**src/rtl/vga_capture.sv**
```systemverilog
// -----------------------------------------------------------------------------
// vga_capture
//   Receive-side VGA timing monitor. Samples h_sync/v_sync/RGB on pix_ce
//   strobes, locks to the configured timing, recovers pixel coordinates and
//   colour, counts locked frames, captures one probed pixel and keeps sticky
//   line/frame length error flags.
//
//   Optional feature macro: VGA_CAPTURE_CRC_EN
//     defined   : per-frame CRC-16-CCITT over the recovered pixels
//     undefined : frame_crc / crc_valid tied to 0, no CRC logic
//
// Ports
//   clk, rst             clock, synchronous active-high reset
//   pix_ce               pixel strobe, all sampling gated by it
//   h_sync, v_sync       sync inputs (polarity from SYNC_ACTIVE)
//   red, green, blue     4-bit colour inputs
//   probe_x, probe_y     probe coordinate (latched at each v_sync start)
//   pix_valid/x/y/rgb    recovered visible pixel, 1 clk after its strobe
//   locked               timing lock held
//   frame_count          locked frames completed (wraps)
//   probe_rgb/valid      colour captured at the probe coordinate
//   err_h, err_v         sticky line / frame length errors
//   frame_crc, crc_valid per-frame CRC and its 1-clk pulse
// -----------------------------------------------------------------------------
module vga_capture #(
   parameter int   H_VIS       = 640,
   parameter int   H_FP        = 16,
   parameter int   H_SYNC      = 96,
   parameter int   H_BP        = 48,
   parameter int   V_VIS       = 480,
   parameter int   V_FP        = 10,
   parameter int   V_SYNC      = 2,
   parameter int   V_BP        = 33,
   parameter logic SYNC_ACTIVE = 1'b0
) (
   input  logic        clk,
   input  logic        rst,
   input  logic        pix_ce,
   input  logic        h_sync,
   input  logic        v_sync,
   input  logic [3:0]  red,
   input  logic [3:0]  green,
   input  logic [3:0]  blue,
   input  logic [15:0] probe_x,
   input  logic [15:0] probe_y,
   output logic        pix_valid,
   output logic [15:0] pix_x,
   output logic [15:0] pix_y,
   output logic [11:0] pix_rgb,
   output logic        locked,
   output logic [31:0] frame_count,
   output logic [11:0] probe_rgb,
   output logic        probe_valid,
   output logic        err_h,
   output logic        err_v,
   output logic [15:0] frame_crc,
   output logic        crc_valid
);

   localparam logic [15:0] H_TOT_M1 = 16'(H_VIS + H_FP + H_SYNC + H_BP - 1);
   localparam logic [15:0] V_TOT_M1 = 16'(V_VIS + V_FP + V_SYNC + V_BP - 1);
   localparam logic [15:0] H_ACT0   = 16'(H_SYNC + H_BP);
   localparam logic [15:0] H_ACT1   = 16'(H_SYNC + H_BP + H_VIS - 1);
   localparam logic [15:0] V_ACT0   = 16'(V_SYNC + V_BP);
   localparam logic [15:0] V_ACT1   = 16'(V_SYNC + V_BP + V_VIS - 1);

   typedef enum logic [1:0] {SEARCH, MEASURE, LOCKED} state_t;

   state_t      state_q, state_d;
   logic        hs_prev_q, hs_prev_d, vs_prev_q, vs_prev_d;
   logic [15:0] h_cnt_q, h_cnt_d, v_cnt_q, v_cnt_d;
   logic        pix_valid_q, pix_valid_d;
   logic [15:0] pix_x_q, pix_x_d, pix_y_q, pix_y_d;
   logic [11:0] pix_rgb_q, pix_rgb_d;
   logic [31:0] frame_count_q, frame_count_d;
   logic [15:0] probe_x_lat_q, probe_x_lat_d, probe_y_lat_q, probe_y_lat_d;
   logic [11:0] probe_rgb_q, probe_rgb_d;
   logic        probe_valid_q, probe_valid_d;
   logic        err_h_q, err_h_d, err_v_q, err_v_d;

   // Strobe-level decode shared with the optional CRC block
   logic        h_start, v_start, line_bad, frame_bad, vis;
   logic [15:0] x_off, y_off;

   always_comb begin
      state_d       = state_q;
      hs_prev_d     = hs_prev_q;
      vs_prev_d     = vs_prev_q;
      h_cnt_d       = h_cnt_q;
      v_cnt_d       = v_cnt_q;
      pix_valid_d   = 1'b0;
      pix_x_d       = pix_x_q;
      pix_y_d       = pix_y_q;
      pix_rgb_d     = pix_rgb_q;
      frame_count_d = frame_count_q;
      probe_x_lat_d = probe_x_lat_q;
      probe_y_lat_d = probe_y_lat_q;
      probe_rgb_d   = probe_rgb_q;
      probe_valid_d = probe_valid_q;
      err_h_d       = err_h_q;
      err_v_d       = err_v_q;
      h_start       = 1'b0;
      v_start       = 1'b0;
      line_bad      = 1'b0;
      frame_bad     = 1'b0;
      vis           = 1'b0;
      x_off         = '0;
      y_off         = '0;

      if (pix_ce) begin
         hs_prev_d = h_sync;
         vs_prev_d = v_sync;
         h_start   = (h_sync == SYNC_ACTIVE) && (hs_prev_q != SYNC_ACTIVE);
         v_start   = (v_sync == SYNC_ACTIVE) && (vs_prev_q != SYNC_ACTIVE);

         // Counts describe the pixel sampled on this strobe (sync start = 0)
         if (h_start)                 h_cnt_d = '0;
         else if (h_cnt_q != 16'hFFFF) h_cnt_d = h_cnt_q + 16'd1;
         if (v_start)                           v_cnt_d = '0;
         else if (h_start && v_cnt_q != 16'hFFFF) v_cnt_d = v_cnt_q + 16'd1;

         // Period just ended is count+1, so compare against total-1
         line_bad  = h_start && (h_cnt_q != H_TOT_M1);
         frame_bad = v_start && (v_cnt_q != V_TOT_M1);

         unique case (state_q)
            SEARCH:  if (v_start) state_d = MEASURE;
            MEASURE: begin
               if (line_bad)     state_d = SEARCH;
               else if (v_start) state_d = frame_bad ? SEARCH : LOCKED;
            end
            LOCKED: begin
               if (line_bad || frame_bad) begin
                  err_h_d = err_h_q | line_bad;
                  err_v_d = err_v_q | frame_bad;
                  state_d = SEARCH;
               end else if (v_start) begin
                  frame_count_d = frame_count_q + 32'd1;
               end
            end
            default: state_d = SEARCH;
         endcase

         if (v_start) begin
            probe_x_lat_d = probe_x;
            probe_y_lat_d = probe_y;
         end

         x_off = h_cnt_d - H_ACT0;
         y_off = v_cnt_d - V_ACT0;
         vis   = (state_q == LOCKED) && !line_bad && !frame_bad &&
                 (h_cnt_d >= H_ACT0) && (h_cnt_d <= H_ACT1) &&
                 (v_cnt_d >= V_ACT0) && (v_cnt_d <= V_ACT1);

         if (vis) begin
            pix_valid_d = 1'b1;
            pix_x_d     = x_off;
            pix_y_d     = y_off;
            pix_rgb_d   = {red, green, blue};
            if (x_off == probe_x_lat_q && y_off == probe_y_lat_q) begin
               probe_rgb_d   = {red, green, blue};
               probe_valid_d = 1'b1;
            end
         end
      end
   end

   always_ff @(posedge clk) begin
      if (rst) begin
         state_q       <= SEARCH;
         hs_prev_q     <= ~SYNC_ACTIVE;
         vs_prev_q     <= ~SYNC_ACTIVE;
         h_cnt_q       <= '0;
         v_cnt_q       <= '0;
         pix_valid_q   <= 1'b0;
         pix_x_q       <= '0;
         pix_y_q       <= '0;
         pix_rgb_q     <= '0;
         frame_count_q <= '0;
         probe_x_lat_q <= '0;
         probe_y_lat_q <= '0;
         probe_rgb_q   <= '0;
         probe_valid_q <= 1'b0;
         err_h_q       <= 1'b0;
         err_v_q       <= 1'b0;
      end else begin
         state_q       <= state_d;
         hs_prev_q     <= hs_prev_d;
         vs_prev_q     <= vs_prev_d;
         h_cnt_q       <= h_cnt_d;
         v_cnt_q       <= v_cnt_d;
         pix_valid_q   <= pix_valid_d;
         pix_x_q       <= pix_x_d;
         pix_y_q       <= pix_y_d;
         pix_rgb_q     <= pix_rgb_d;
         frame_count_q <= frame_count_d;
         probe_x_lat_q <= probe_x_lat_d;
         probe_y_lat_q <= probe_y_lat_d;
         probe_rgb_q   <= probe_rgb_d;
         probe_valid_q <= probe_valid_d;
         err_h_q       <= err_h_d;
         err_v_q       <= err_v_d;
      end
   end

   assign pix_valid   = pix_valid_q;
   assign pix_x       = pix_x_q;
   assign pix_y       = pix_y_q;
   assign pix_rgb     = pix_rgb_q;
   assign locked      = (state_q == LOCKED);
   assign frame_count = frame_count_q;
   assign probe_rgb   = probe_rgb_q;
   assign probe_valid = probe_valid_q;
   assign err_h       = err_h_q;
   assign err_v       = err_v_q;

`ifdef VGA_CAPTURE_CRC_EN
   logic [15:0] crc_q, crc_d, frame_crc_q, frame_crc_d;
   logic        crc_valid_q, crc_valid_d;

   // CRC-16-CCITT, MSB first, one 16-bit word per call
   function automatic logic [15:0] crc16_word(input logic [15:0] c_in,
                                              input logic [15:0] d);
      logic [15:0] c;
      c = c_in;
      for (int i = 15; i >= 0; i--) begin
         if (c[15] ^ d[i]) c = {c[14:0], 1'b0} ^ 16'h1021;
         else              c = {c[14:0], 1'b0};
      end
      return c;
   endfunction

   always_comb begin
      crc_d       = crc_q;
      frame_crc_d = frame_crc_q;
      crc_valid_d = 1'b0;
      if (pix_ce) begin
         if (v_start) begin
            // Publish only if the whole frame was seen locked and ends cleanly
            if (state_q == LOCKED && !line_bad && !frame_bad) begin
               frame_crc_d = crc_q;
               crc_valid_d = 1'b1;
            end
            crc_d = 16'hFFFF;
         end else if (state_q != LOCKED) begin
            crc_d = 16'hFFFF;
         end else if (vis) begin
            crc_d = crc16_word(crc_q, {4'b0000, red, green, blue});
         end
      end
   end

   always_ff @(posedge clk) begin
      if (rst) begin
         crc_q       <= 16'hFFFF;
         frame_crc_q <= '0;
         crc_valid_q <= 1'b0;
      end else begin
         crc_q       <= crc_d;
         frame_crc_q <= frame_crc_d;
         crc_valid_q <= crc_valid_d;
      end
   end

   assign frame_crc = frame_crc_q;
   assign crc_valid = crc_valid_q;
`else
   assign frame_crc = '0;
   assign crc_valid = 1'b0;
`endif

endmodule

```
**config.mk**
```make
export PLATFORM = sky130hd
export DESIGN_NAME = vga_capture
export DESIGN_NICKNAME = d
export VERILOG_FILES = /design/src/rtl/vga_capture.sv
export SDC_FILE = /design/constraint.sdc
export NUM_CORES = 1
export LEC_CHECK = 0
export CORE_ASPECT_RATIO = 0.5
export CORE_MARGIN = 5
export CORE_UTILIZATION = 50
export CTS_BUF_LIST = sky130_fd_sc_hd__clkbuf_4
export DETAILED_ROUTE_END_ITERATION = 6
export HOLD_SLACK_MARGIN = 0.08
export PLACE_DENSITY = 0.83
export SLEW_MARGIN = 10
export SYNTH_ARGS = -nofsm -noshare
export SYNTH_HDL_FRONTEND = slang
export SYNTH_SLANG_ARGS = --single-unit
export TNS_END_PERCENT = 1
```
**constraint.sdc**
```tcl
create_clock -name clk -period 11.55 [get_ports clk]
set_clock_uncertainty 0.15 [all_clocks]
set_input_delay 1.155 -clock clk [delete_from_list [all_inputs] [get_ports clk]]
set_output_delay 1.155 -clock clk [all_outputs]
set_load 0.005 [all_outputs]
```
==> metrics.md, run 1 <==
| Metric | Value |
|---|---|
| Post-DP HPWL | `18200 um` |
| F_max | `168 MHz` |
| Starting Density | `51.3%` |
| Leakage | `3.83 nW` |
| Status | `finished, final reports clean` |
| Vias per cell | `5.87` |
| TritonCTS buffer count | `17` |
| Crit path max fanout | `25` |
| Iteration-0 DRC Markers | `589` |
| WS Path Type | `flip-flop to flip-flop` |
| Rel. slew slack | `23.2%` |
| VDD IR max | `59.9 uV` |
| DRT Wirelength | `25400 um` |
| Non-filler cells, final | `1448` |
| Clock slew seen by the registers of the worst setup and hold paths | `0.15 ns` |
| Post-CTS Hold Fix Bufs | `0` |
| Final worst-path cycle share | `51.4%` |
| Worst EP arrival | `6.24 ns` |
| Routed Antenna Nets | `0` |
| Setup TNS | `0 ns` |
| Synth top area cells | `dfxtp_1 (36%), nand2_1 (6.5%), a21oi_1 (5.4%)` |
| Input/output buffers | `141` |
| Async SR Flop Fraction | `0%` |
| Max_cap viols | `0` |
| I/O Pins | `159` |
| EDFF count, synth | `0` |
| Post-synth top cells | `dfxtp_1 (160), nand2_1 (155), nor2_1 (117), a21oi_1 (97), clkbuf_1 (55)` |
| WL per Instance | `17.6 um` |
| Final layout net count | `1257` |
| Yosys top cell by area | `dfxtp_1` |
| Register bit total from synthesis | `160` |
| Yosys top cell area share | `35.7%` |
| Later-pin clock latency in the skew report | `0.60 ns` |
| Area grow syn2layout | `18.9%` |
| Dominant synthesized flop cell | `dfxtp_1` |
| Initial antenna violation count | `2` |
| Synth Area per Inst | `8.11 sq um` |
| CTS tree | `built` |
| Final design utilization | `61.0%` |
| Placed cell area | `0.0104 sq mm` |
| Cell mode on critical path | `ha_1` |
| Bufs and invs on worst path | `1` |
| Hold WS | `0.309 ns` |
| Tmin final | `5.94 ns` |
| Peak-usage layer in the global routing report | `met2` |
| GRT met3 Usage | `6.05%` |
| Slew Limit Fails | `0` |
| Worst path required time | `11.85 ns` |
| Crit path launch type | `flip-flop` |
| Final Cell Area | `0.0107 sq mm` |
| Met1 Use GR | `30.6%` |
| Clock Path Buffers | `2` |
| Sequential area share after synthesis | `35.7%` |
| Vias in the first global route | `8115` |
| Place WS | `5.10 ns` |
| First-pass GRT wire length | `40800 um` |
| Fillcell total | `1516` |
| Setup crit end kind | `flip-flop` |
| Worst Slack Setup Final | `5.61 ns` |
| Setup Buffers After CTS | `0` |
| Worst min path class | `flip-flop to flip-flop` |
| Critical R2R Launch | `v_cnt_q[0]` |
| RSZ-0062 raised after global routing | `no` |
| Die Span X | `199 um` |
| Final-report hold violation count | `0` |
| Yosys warns | `0` |
| Reg2Reg Setup Slack | `5.61 ns` |
| Least-Margin Pin Slew | `1.15 ns` |
| Vias post-DR | `8499` |
| Die ar. | `0.0209 sq mm` |
| DP Cell Count | `1414` |
| Final setup fails | `0` |
| Cell Pwr Density | `95.7 mW/mm^2` |
| Critical path's top delay family | `simple AND/OR/NAND/NOR gates` |
| Launch point of the worst path | `v_cnt_q[0]` |
| Post-synthesis cell type count | `81` |
| Site Rows | `34` |
| Mapped cell area | `0.00897 sq mm` |
| Most frequent cell after synthesis | `dfxtp_1` |
| CP cell instances | `ha_1 > nand3_1 > nor3_4 > a21oi_1 > xnor2_1 > nor2_1 > ha_1 > and4b_1 > o2bb2ai_1 > a21boi_1 > or3_1 > nand4_1 > a311o_1 > nor4_4 > buf_4 > a21bo_2 > a21oi_2` |
| Clock Sinks | `160` |
| Die H | `105 um` |
| Total power | `1.02 mW` |
| Layout cells sized above 1 | `7.92%` |
| CTS resizes | `0` |
| CTS H-tree depth | `4` |
| Met2 GRT Util | `39.7%` |
| Global router's overall resource usage | `23.8%` |
| RD Place Congestion | `0.921` |
| CTS Root Buffer Type | `clkbuf_4` |
| CP peak stage delay | `0.76 ns` |
| Hold Path Origin | `pix_x[6]` |
| Largest net degree at the start of global routing | `87` |
| Initial DRT Pass Iterations | `5` |
| Post-route DRC | `0` |
| Core Area | `0.0175 sq mm` |
| Max stage delay cell, worst path | `nand4_1` |
| Synth Instances | `1106` |
| Grt ovf | `0` |
cells in the final DEF, fill, tap and decap left out, types with 10 or more instances in the layout:
cell type and n:
a211oi_1 16, a21bo_2 12, a21oi_1 97, and2_1 11
and3_1 17, and4_1 10, buf_4 11, clkbuf_4 18
clkdlybuf4s50_1 139, conb_1 17, dfxtp_1 160, inv_1 15
mux2i_1 43, nand2_1 155, nand2b_1 14, nand3_1 32
nand3_2 10, nand4_1 22, nor2_1 117, nor2b_1 10
nor3_1 10, o21a_1 11, o21ai_0 22, or3_1 11
xnor2_1 36, xor2_1 38
cell type report:
type	instances	area (sq um)	area share [%]
multi-input cells	854	5320	49.9
flip-flops and latches	160	3200	30.0
repair buffers	151	1480	13.9
well taps	234	293	2.74
clock inverters	14	173	1.62
clock buffers	18	135	1.27
inverters	15	56.3	0.528
diodes	2	5.00	0.0469
worst paths after layout:
path,end,depth (start not counted)
setup / recovery,probe_rgb[7],17
hold / removal,pix_x[6],2
setup reg to reg,probe_rgb[7],17
hold reg to reg,pix_x[6],2
report_power, final:
part	total, mW	switching [mW]	internal (mW)	leakage, nW
combinational	0.0821	0.0475	0.0346	2.38
clock	0.373	0.234	0.139	0.165
sequential	0.566	0.00715	0.559	1.29
total	1.02	0.288	0.732	3.83
flip-flops by register name, summed over array words and instances (netlist names):
signal / cells
err_h: 1
err_v: 1
frame_count: 32
h_cnt_q: 16
hs_prev_q: 1
pix_rgb: 12
pix_valid: 1
pix_x: 16
pix_y: 16
probe_rgb: 12
probe_valid: 1
probe_x_lat_q: 16
probe_y_lat_q: 16
state_q: 2
v_cnt_q: 16
vs_prev_q: 1
metal layers:
layer / up-vias / wire length [um] / part of all wire, %
met5: - / 0 / 0
met4: 0 / 485 / 1.9
met3: 46 / 1580 / 6.2
met2: 303 / 12100 / 48
met1: 4104 / 11200 / 44
li1: 4046 / - / -
worst register-to-register path, delay by kind of cell, from the launching register on:
family,cells,cell delay (ns)
fa+ha+maj,2,0.62
flops,1,0.56
compound gates,6,1.64
buf+inv,1,0.33
simple gates,7,2.33
xor+xnor,1,0.19
logic make-up after synthesis:
logic type,synth area share [%]
xor gates and xnor gates,7.74
muxes,5.05
AOI/OAI and AO/OA,18.1
other,0.0418
adders and majority gates,1.25
buffers and inverters,5.65
DFF,35.7
and+or+nand+nor,26.5
Note: power is estimated with default switching activity, not from simulation.
==> run 2, diff against run 1 <==
clock period = 5.8 ns   (was 11.55 ns; I/O delays follow)
==> run 2 against run 1 <==
  * Clock-buffer cell count shrank 1
  * Total power grew 100%
  * Die area is the same
  * Sequential power increased by 100%
  * Combinational power is 100% higher
  * Global-route usage is 0.37 points higher
  * Via count fell by 1.4%
  * Utilization is 0.41 points higher
  * Largest cell class unchanged
  * Largest power group unchanged
==> metrics.md, run 2 (synthesized netlist as in run 1, its figures left out) <==
| Metric | Value |
|---|---|
| Post-route DRC | `0 (unchanged)` |
| Hold WS | `0.250 ns (was 0.309 ns)` |
| Initial DRT Pass Iterations | `5 (unchanged)` |
| Timing endpoint of the critical path | `probe_rgb[2] (was probe_rgb[7])` |
| RSZ-0062 raised after global routing | `no (unchanged)` |
| CTS Root Buffer Type | `clkbuf_4 (unchanged)` |
| Critical R2R Launch | `v_cnt_q[0] (unchanged)` |
| Largest net degree at the start of global routing | `77 (was 87)` |
| Final layout net count | `1264 (was 1257)` |
| DRT Wirelength | `25500 um (was 25400 um)` |
| CP cell instances | `ha_1 > nand3_1 > nor3_4 > a21oi_1 > xnor2_1 > nor2_1 > ha_1 > and4b_1 > o2bb2ai_1 > a21boi_1 > or3_1 > nand4_1 > a311o_1 > nor4_4 > buf_4 > a21bo_2 > a21oi_2 (unchanged)` |
| Cell Pwr Density | `192 mW/mm^2 (was 95.7 mW/mm^2)` |
| CTS H-tree depth | `4 (unchanged)` |
| Worst Slack Setup Final | `0.657 ns (was 5.61 ns)` |
| Layout cells sized above 1 | `8.45% (was 7.92%)` |
| Final-report hold violation count | `0 (unchanged)` |
| Clock Sinks | `160 (unchanged)` |
| Max FFs per register | `32 (unchanged)` |
| Tmin final | `5.14 ns (was 5.94 ns)` |
| Input/output buffers | `141 (unchanged)` |
| Hold depth | `2 (unchanged)` |
| Post-DP HPWL | `18600 um (was 18200 um)` |
| Launch point of the worst path | `v_cnt_q[0] (unchanged)` |
| Iteration-0 DRC Markers | `609 (was 589)` |
| Leakage | `3.87 nW (was 3.83 nW)` |
| Final worst-path cycle share | `88.7% (was 51.4%)` |
| R2R Path End | `probe_rgb[2] (was probe_rgb[7])` |
| Die ar. | `0.0209 sq mm (unchanged)` |
| Vias in the first global route | `8171 (was 8115)` |
| Core Area | `0.0175 sq mm (unchanged)` |
| Clock Path Buffers | `2 (unchanged)` |
| First-pass GRT wire length | `41400 um (was 40800 um)` |
| CP peak stage delay | `0.56 ns (was 0.76 ns)` |
| WL per Instance | `17.5 um (was 17.6 um)` |
| Later-pin clock latency in the skew report | `0.56 ns (was 0.60 ns)` |
| WP depth | `17 (unchanged)` |
| Die Span X | `199 um (unchanged)` |
| Area grow syn2layout | `19.7% (was 18.9%)` |
| Bufs and invs on worst path | `1 (unchanged)` |
| Reg2Reg Setup Slack | `0.66 ns (was 5.61 ns)` |
| Status | `finished, final reports clean (unchanged)` |
| Crit path launch type | `flip-flop (unchanged)` |
| Worst EP arrival | `5.40 ns (was 6.24 ns)` |
| Crit path max fanout | `25 (unchanged)` |
| Max_cap viols | `0 (unchanged)` |
| Max stage delay cell, worst path | `dfxtp_1 (was nand4_1)` |
| Die H | `105 um (unchanged)` |
| Worst path required time | `6.06 ns (was 11.85 ns)` |
| Starting Density | `51.3% (unchanged)` |
| Clock slew seen by the registers of the worst setup and hold paths | `0.15 ns (about the same)` |
| Global router's overall resource usage | `24.1% (was 23.8%)` |
| Vias post-DR | `8382 (was 8499)` |
| Cell mode on critical path | `ha_1 (unchanged)` |
| Least-Margin Pin Slew | `0.884 ns (was 1.15 ns)` |
| F_max | `194 MHz (was 168 MHz)` |
| Hold Path Origin | `rst (was pix_x[6])` |
| Rel. slew slack | `41.1% (was 23.2%)` |
| Critical path's top delay family | `simple AND/OR/NAND/NOR gates (unchanged)` |
| I/O Pins | `159 (unchanged)` |
| WS Path Type | `flip-flop to flip-flop (unchanged)` |
| Setup TNS | `0 ns (unchanged)` |
| Routed Antenna Nets | `0 (unchanged)` |
| Setup crit end kind | `flip-flop (unchanged)` |
| Vias per cell | `5.76 (was 5.87)` |
| CTS resizes | `0 (unchanged)` |
| Final Cell Area | `0.0107 sq mm (about the same)` |
| RD Place Congestion | `0.921 (about the same)` |
| Worst min path class | `input pin to flip-flop (was flip-flop to flip-flop)` |
| Place WS | `0.655 ns (was 5.10 ns)` |
| FF-to-FF path depth | `17 (unchanged)` |
| Post-CTS Hold Fix Bufs | `0 (unchanged)` |
| TritonCTS buffer count | `17 (unchanged)` |
| Setup Buffers After CTS | `0 (unchanged)` |
| Site Rows | `34 (unchanged)` |
| Initial antenna violation count | `1 (was 2)` |
| Final setup fails | `0 (unchanged)` |
| VDD IR max | `146 uV (was 59.9 uV)` |
| Most common cell after layout, fill and taps aside | `dfxtp_1 (unchanged)` |
| CTS tree | `built (unchanged)` |
| Placed cell area | `0.0104 sq mm (about the same)` |
| Grt ovf | `0 (unchanged)` |
| Most frequent cells in the layout | `dfxtp_1 (160), nand2_1 (155), clkdlybuf4s50_1 (139) (unchanged)` |
| Slew Limit Fails | `0 (unchanged)` |
-- run 2: changes by cell type in the layout (fill, tap and decap cells not counted) --
cell,before,now
diode_2,2,1
clkinvlp_4,1,2
clkbuf_4,18,17
buf_4,11,18
inv_6,5,4
bufinv_16,2,3
-- run 2: area by class of cell --
type                       instances  area (sq um)
tap                              234           293
timing repair buffer             158          1530
antenna                            1          2.50
sequential                       160          3200
clock inverter                    15           201
clock buffer                      17           128
multi-input combinational        854          5320
fill                            1486          6750
inverter                          15          56.3
-- run 2: metrics by stage --
| step | util [%] | power (mW) | std cells |
|---|---|---|---|
| after floorplan | - | 1.25 | 1122 |
| after global placement | 59.5 | 1.31 | 1421 |
| after detailed placement | 59.5 | 1.32 | 1421 |
| after CTS | 61.4 | 2.07 | 1453 |
| after global routing | 61.4 | 2.14 | 1454 |
| final | 61.4 | 2.06 | 1454 |
-- run 2: power by group --
group / internal (mW) / total [mW] / leakage, nW / switching (mW)
registers: 1.11 / 1.13 / 1.29 / 0.0138
clock network: 0.314 / 0.765 / 0.170 / 0.451
logic: 0.0700 / 0.168 / 2.41 / 0.0983
-- run 2: worst min path at each step --
stage                       end  slack, ns
5_1_grt         frame_count[26]       0.23
6_report        frame_count[31]       0.25
3_3_place_gp         pix_rgb[4]       0.29
4_1_cts         frame_count[31]       0.22
2_1_floorplan  probe_y_lat_q[5]       0.29
3_5_place_dp           pix_y[6]       0.30
-- run 2: per-layer routing --
layer / track usage (%) / share of wire [%] / wire, um
met1: 32.5 / 44 / 11300
met2: 38.7 / 46 / 11800
met3: 5.14 / 6.9 / 1750
met4: 8.09 / 2.4 / 619
met5: 0 / 0 / 0
